File: config.mk
export PLATFORM = sky130hd
export DESIGN_NAME = pc_fetch_sequencer_flat
export DESIGN_NICKNAME = d
export VERILOG_FILES = /design/src/rtl/pc_seq_pkg.sv /design/src/rtl/pc_fetch_sequencer_if.sv /design/src/rtl/pc_next_sel.sv /design/src/rtl/pc_fetch_sequencer.sv /design/src/flat_wrapper.sv
export SDC_FILE = /design/constraint.sdc
export NUM_CORES = 1
export LEC_CHECK = 0
export ABC_AREA = 0
export CAP_MARGIN = 25
export CORE_MARGIN = 2
export CORE_UTILIZATION = 46
export DETAILED_ROUTE_END_ITERATION = 8
export PLACE_DENSITY = 0.86
export REMOVE_ABC_BUFFERS = 1
export SYNTH_ARGS = -nofsm -noshare
export SYNTH_HDL_FRONTEND = slang
export SYNTH_SLANG_ARGS = --single-unit
File: constraint.sdc
create_clock -name clk -period 2.3 [get_ports clk]
set_clock_uncertainty 0.05 [all_clocks]
set_input_delay 0.575 -clock clk [delete_from_list [all_inputs] [get_ports clk]]
set_output_delay 0.575 -clock clk [all_outputs]
set_load 0.005 [all_outputs]
File: src/rtl/pc_seq_pkg.sv
// Shared types and constants for the fetch-stage PC sequencer.
package pc_seq_pkg;

  typedef enum logic [1:0] {
    BOOT = 2'b00,
    RUN  = 2'b01,
    WAIT = 2'b10
  } seq_state_e;

  localparam logic [31:0] DEFAULT_RESET_VECTOR = 32'h0000_0000;
  localparam logic [31:0] DEFAULT_EXC_VECTOR   = 32'h0000_0200;
  localparam logic [31:0] PC_INC               = 32'd4;

  // Instruction fetches are word aligned; the low two bits of a target are dropped.
  function automatic logic [31:0] align_word(input logic [31:0] addr);
    return addr & ~32'h3;
  endfunction

endpackage

File: src/rtl/pc_fetch_sequencer_if.sv
// Fetch request bus between the PC sequencer (master) and instruction memory (slave).
interface pc_fetch_sequencer_if;
  logic        fetch_valid;
  logic        imem_ready;
  logic [31:0] pc;
  logic [31:0] pc_plus4;

  modport master (output fetch_valid, output pc, output pc_plus4, input imem_ready);
  modport slave  (input fetch_valid, input pc, input pc_plus4, output imem_ready);
endinterface

File: src/rtl/pc_next_sel.sv
// Combinational next-PC priority mux: exception > branch > pending target > pc+4.
module pc_next_sel
  import pc_seq_pkg::*;
#(
  parameter logic [31:0] EXC_VECTOR = DEFAULT_EXC_VECTOR
) (
  input  logic        exc_req_i,
  input  logic        br_taken_i,
  input  logic [31:0] br_target_i,
  input  logic        pend_valid_i,
  input  logic [31:0] pend_target_i,
  input  logic [31:0] pc_plus4_i,
  output logic        redirect_o,
  output logic [31:0] redirect_target_o,
  output logic [31:0] next_pc_o
);

  // NOTE: every output gets a default first so no path through the block infers a latch.
  always_comb begin
    redirect_o        = exc_req_i | br_taken_i;
    redirect_target_o = align_word(br_target_i);
    if (exc_req_i) begin
      redirect_target_o = EXC_VECTOR;
    end

    next_pc_o = pc_plus4_i;
    if (redirect_o) begin
      next_pc_o = redirect_target_o;
    end else if (pend_valid_i) begin
      next_pc_o = pend_target_i;
    end
  end

endmodule

File: src/rtl/pc_fetch_sequencer.sv
// Fetch-stage PC sequencer: issues fetch requests, applies redirects, drives the flush pulse.
module pc_fetch_sequencer
  import pc_seq_pkg::*;
#(
  parameter logic [31:0] RESET_VECTOR = DEFAULT_RESET_VECTOR,
  parameter logic [31:0] EXC_VECTOR   = DEFAULT_EXC_VECTOR
) (
  input  logic                        clk,
  input  logic                        rst_n,
  pc_fetch_sequencer_if.master        imem,
  input  logic                        stall_i,
  input  logic                        br_taken_i,
  input  logic [31:0]                 br_target_i,
  input  logic                        exc_req_i,
  output logic                        flush_o,
  output logic [1:0]                  seq_state_o
);

  seq_state_e  state_q, state_d;
  logic [31:0] pc_q, pc_d;
  logic        pend_valid_q, pend_valid_d;
  logic [31:0] pend_target_q, pend_target_d;
  logic        flush_q, flush_d;

  logic        fetch_valid;
  logic [31:0] pc_plus4;
  logic        redirect;
  logic [31:0] redirect_target;
  logic [31:0] next_pc;

  assign pc_plus4 = pc_q + PC_INC;

  // A request stays presented through WAIT even if the hazard unit stalls.
  assign fetch_valid = ((state_q == RUN) && !stall_i) || (state_q == WAIT);

  pc_next_sel #(
    .EXC_VECTOR(EXC_VECTOR)
  ) u_next_sel (
    .exc_req_i        (exc_req_i),
    .br_taken_i       (br_taken_i),
    .br_target_i      (br_target_i),
    .pend_valid_i     (pend_valid_q),
    .pend_target_i    (pend_target_q),
    .pc_plus4_i       (pc_plus4),
    .redirect_o       (redirect),
    .redirect_target_o(redirect_target),
    .next_pc_o        (next_pc)
  );

  always_comb begin
    state_d       = state_q;
    pc_d          = pc_q;
    pend_valid_d  = pend_valid_q;
    pend_target_d = pend_target_q;
    flush_d       = redirect;

    unique case (state_q)
      BOOT: begin
        state_d = RUN;
        if (redirect) begin
          pc_d = redirect_target;
        end
      end
      RUN: begin
        if (fetch_valid && imem.imem_ready) begin
          pc_d         = next_pc;
          pend_valid_d = 1'b0;
        end else if (fetch_valid) begin
          // Request now outstanding: a same-cycle redirect must wait for it.
          state_d = WAIT;
          if (redirect) begin
            pend_valid_d  = 1'b1;
            pend_target_d = redirect_target;
          end
        end else if (redirect) begin
          pc_d = redirect_target;
        end
      end
      WAIT: begin
        if (imem.imem_ready) begin
          pc_d         = next_pc;
          pend_valid_d = 1'b0;
          state_d      = RUN;
        end else if (redirect) begin
          pend_valid_d  = 1'b1;
          pend_target_d = redirect_target;
        end
      end
      default: state_d = BOOT;
    endcase
  end

  // NOTE: sequential state uses non-blocking assignments so all registers update together.
  always_ff @(posedge clk or negedge rst_n) begin
    if (!rst_n) begin
      state_q       <= BOOT;
      pc_q          <= RESET_VECTOR;
      pend_valid_q  <= 1'b0;
      pend_target_q <= '0;
      flush_q       <= 1'b0;
    end else begin
      state_q       <= state_d;
      pc_q          <= pc_d;
      pend_valid_q  <= pend_valid_d;
      pend_target_q <= pend_target_d;
      flush_q       <= flush_d;
    end
  end

  assign imem.fetch_valid = fetch_valid;
  assign imem.pc          = pc_q;
  assign imem.pc_plus4    = pc_plus4;
  assign flush_o          = flush_q;
  assign seq_state_o      = state_q;

endmodule

File: src/flat_wrapper.sv
// flat-port wrapper written by rule: the top's interface ports become plain ports
module pc_fetch_sequencer_flat import pc_seq_pkg::*;
#(
  parameter logic [31:0] RESET_VECTOR = DEFAULT_RESET_VECTOR,
  parameter logic [31:0] EXC_VECTOR   = DEFAULT_EXC_VECTOR
)
  (clk, rst_n, stall_i, br_taken_i, br_target_i, exc_req_i, flush_o, seq_state_o, imem_fetch_valid, imem_pc, imem_pc_plus4, imem_imem_ready);
  pc_fetch_sequencer_if imem_i ();
  input  logic clk;
  input  logic rst_n;
  input  logic stall_i;
  input  logic br_taken_i;
  input  logic [31:0] br_target_i;
  input  logic exc_req_i;
  output logic flush_o;
  output logic [1:0] seq_state_o;
  output wire logic [$bits(imem_i.fetch_valid)-1:0] imem_fetch_valid;
  output wire logic [$bits(imem_i.pc)-1:0] imem_pc;
  output wire logic [$bits(imem_i.pc_plus4)-1:0] imem_pc_plus4;
  input wire logic [$bits(imem_i.imem_ready)-1:0] imem_imem_ready;
  assign imem_fetch_valid = imem_i.fetch_valid;
  assign imem_pc = imem_i.pc;
  assign imem_pc_plus4 = imem_i.pc_plus4;
  assign imem_i.imem_ready = imem_imem_ready;
  pc_fetch_sequencer #(.RESET_VECTOR(RESET_VECTOR), .EXC_VECTOR(EXC_VECTOR)) u_core (.clk(clk), .rst_n(rst_n), .imem(imem_i), .stall_i(stall_i), .br_taken_i(br_taken_i), .br_target_i(br_target_i), .exc_req_i(exc_req_i), .flush_o(flush_o), .seq_state_o(seq_state_o));
endmodule
==> results of run 1 <==
[cell families (layout without fill, tap and decap cells)]
family | Yosys count | in the layout | synth area share
multiplexers | 13 | 13 | 0.0308
buffers and inverters | 63 | 339 | 0.0563
flip-flops | 66 | 66 | 0.362
AO/OA/AOI/OAI | 163 | 163 | 0.225
AND/OR/NAND/NOR | 234 | 234 | 0.263
adder cells (fa/ha/maj) | 6 | 6 | 0.0165
XOR/XNOR | 24 | 24 | 0.0461
[worst min-delay path by stage]
stage	slack (ns)	depth (start not counted)	end	startpoint
2_1_floorplan	0.23	0	u_core.flush_o	rst_n
3_3_place_gp	0.41	2	u_core.pend_target_q[23]	u_core.pend_target_q[23]
3_5_place_dp	0.42	2	u_core.pend_target_q[23]	u_core.pend_target_q[23]
4_1_cts	0.25	2	u_core.seq_state_o[1]	rst_n
5_1_grt	0.27	2	u_core.imem.pc[1]	rst_n
6_report	0.24	2	u_core.pend_target_q[18]	rst_n
[repair_timing]
item,CTS,global route
hold buffers,0,0
setup endpoints to repair,29,46
gates resized for setup,213,62
buffers inserted,58,18
pin swaps,52,41
[area by class of cell]
class                           count  area share
Multi-Input combinational cell    440       0.408
Timing Repair Buffer              310       0.330
Sequential cell                    66       0.207
Tap cell                          133      0.0209
Clock buffer                       10      0.0173
Clock inverter                      5     0.00989
Inverter                           14     0.00659
[critical path, cell delays in order, from the launching register on]
cell and delay [ns]:
dfrtp_1 0.41, ha_2 0.21, and3_4 0.21, nand4_1 0.21
buf_4 0.23, buf_6 0.12, nor2_4 0.20, xor2_4 0.29
buf_2 0.17
[Yosys cell counts, drive strengths merged, types with 2 or more instances]
master,count
a31o,2
dfrtp,66
o31ai,5
a31oi,6
clkbuf,41
inv,14
nor4,5
and2,3
xnor2,17
a221oi,3
nand2b,37
ha,6
nor2,39
o21ai,72
a21o,3
mux2i,8
nor3,35
a211oi,7
a22o,7
o21a,2
and4,4
a21oi,21
mux2,5
o22ai,10
nand4,14
a32o,2
or4,2
nor2b,6
o211ai,3
a222oi,2
or3,3
nand3,16
o21bai,4
nand2,61
or2,5
xor2,7
buf,8
[flip-flops by register name (all words and copies together) (netlist names)]
register              flops
u_core.pend_target_q     30
u_core.pend_valid_q       1
u_core.flush_o            1
u_core.imem.pc           32
u_core.seq_state_o        2
[power breakdown]
part           total [W]  switching, W  internal, W
logic            0.00697       0.00370      0.00328
clock network    0.00115      0.000519     0.000633
registers        0.00195      0.000355      0.00159
total             0.0101       0.00457      0.00550
[metrics by stage]
| step | instances | instance area (µm²) | setup TNS [ns] | power (W) | hold slack, ns |
|---|---|---|---|---|---|
| after global placement | 898 | 6620 | -10.20 | 0.00720 | 0.408 |
| after CTS | 970 | 7660 | -7.24 | 0.00907 | 0.252 |
| after detailed placement | 898 | 6620 | -12.64 | 0.00740 | 0.416 |
| final | 978 | 7970 | -12.88 | 0.0101 | 0.237 |
| after floorplan | 520 | 4350 | -13.68 | 0.00427 | 0.229 |
| after global routing | 978 | 7970 | -16.21 | 0.0104 | 0.266 |
[layer usage]
| metal | vias to the layer above | global-route usage | share of wire |
|---|---|---|---|
| met5 | - | 0 | 0 |
| li1 | 2571 | - | - |
| met1 | 2975 | 0.443 | 0.33 |
| met2 | 637 | 0.642 | 0.46 |
| met4 | 0 | 0.233 | 0.088 |
| met3 | 246 | 0.104 | 0.12 |
==> flow_metrics.tcl, run 1 <==
set metrics [dict create \
    status "complete, but fails checks" \
    violations "design-rule violations, negative setup slack" \
    synth.distinct_cells 65 \
    peakVddDrop_mv 0.874 \
    critPathArrivalTime_ns 2.40 \
    ant_nets 0 \
    hold_violations 0 \
    ys_warn_count 0 \
    synth_edf_count 0 \
    synthTopCellsByArea "dfrtp_1, o21ai_0, nand2b_1" \
    num_rows 36 \
    antenna_found_initial 0 \
    cts_tree "built" \
    grt_pass1_wl_mm 32.8 \
    synth_seq_area_share 0.362 \
    dp_slack_ns -0.584 \
    worstPathRequired_ns 1.67 \
    powerDensity_nw_per_um2 1260 \
    place_hpwl_mm 12.5 \
    die_x_um 104 \
    drive_gt1_frac 0.411 \
    slew_headroom 0.656 \
    regToRegSetupSlack_ns -0.58 \
    crit_start "u_core.imem.pc[3]" \
    fill_cells 517 \
    regArea_um2 1650 \
    cap_violations 0 \
    final.min_clock_period_ns 3.03 \
    syn_inst 569 \
    power_leakage_nw 3.66 \
    endpoint "imem_pc_plus4[16]" \
    synth_top_area_frac 0.362 \
    final_cell_mix "buf_4, clkdlybuf4s50_1, o21ai_0, dfrtp_1, nand2_1" \
    rsz0062_at_grt "yes" \
    coreArea_um2 9680 \
    synthFlopType "dfrtp_1" \
    numCtsBuffers 9 \
    wl_per_cell_um 24.0 \
    globalplace.congestion 0.983 \
    synth_seq_cells 66 \
    drt-total-wl_mm 23.5 \
    viasPerCell 6.57 \
    critPathMaxFanout 3 \
    grt_usage 0.385 \
    die_area_um2 10700 \
    antenna_cells 0 \
    worst-r2r-cell-count 15 \
    tightest_slew_ns 0.517 \
    drc_errors 2 \
    multiInputGateArea_um2 3250 \
    grt_pass1_vias 6213 \
    hold_path_class "input pin to async pin" \
    post-synth-top-area-cell "dfrtp_1" \
    clock_sinks 66 \
    layout.cells.most_common "buf_4" \
    setup_ws_ns -0.730 \
    cts_max_path_buffers 2 \
    port_buffers 103 \
    postSynth.asyncResetShare 1.00 \
    drtIter0Drc 776 \
    critPathKind "flop to output pin" \
    r2r_start "u_core.imem.pc[3]" \
    endpoint_kind "output pin" \
    area_growth_pct 75.0 \
    drv_slew 0 \
    ioPinCount 106 \
    synth_area_per_cell_um2 8.01 \
    die_h_um 104 \
    syn_area_um2 4560 \
    grt_overflow 0 \
    fmax_ghz 0.330 \
    clkTransAtPathRegs_ns 0.08 \
    htreeDepth 3 \
    start_util 0.471 \
    cts_root_buffer "clkbuf_8" \
    grt_max_degree 45 \
    drtPass1Iterations 9 \
    fin_util 0.823 \
    start_kind "flop" \
    worstSkewPairLatency_ns 0.36 \
    nets 885 \
    num_vias 6429 \
    reg2reg_to "u_core.imem.pc[16]" \
    fin_crit_sh 1.32 \
    final-setup-viol-count 36 \
]
Note: power is estimated with default switching activity, not from simulation.
==> run 2: changes to the inputs <==
--- a/config.mk
+++ b/config.mk
@@ -5,7 +5,6 @@
 export SDC_FILE = /design/constraint.sdc
 export NUM_CORES = 1
 export LEC_CHECK = 0
-export ABC_AREA = 0
 export CAP_MARGIN = 25
 export CORE_MARGIN = 2
 export CORE_UTILIZATION = 46
==> results of run 2 <==
The final DEF is identical to that of run 1; final timing and power are the same.
==> run 3: changes to the inputs <==
--- a/config.mk
+++ b/config.mk
@@ -9,6 +9,7 @@
 export CORE_MARGIN = 2
 export CORE_UTILIZATION = 46
 export DETAILED_ROUTE_END_ITERATION = 8
+export HOLD_SLACK_MARGIN = 0.15
 export PLACE_DENSITY = 0.86
 export REMOVE_ABC_BUFFERS = 1
 export SYNTH_ARGS = -nofsm -noshare
==> results of run 3 <==
The final DEF is identical to that of run 1; final timing and power are the same.
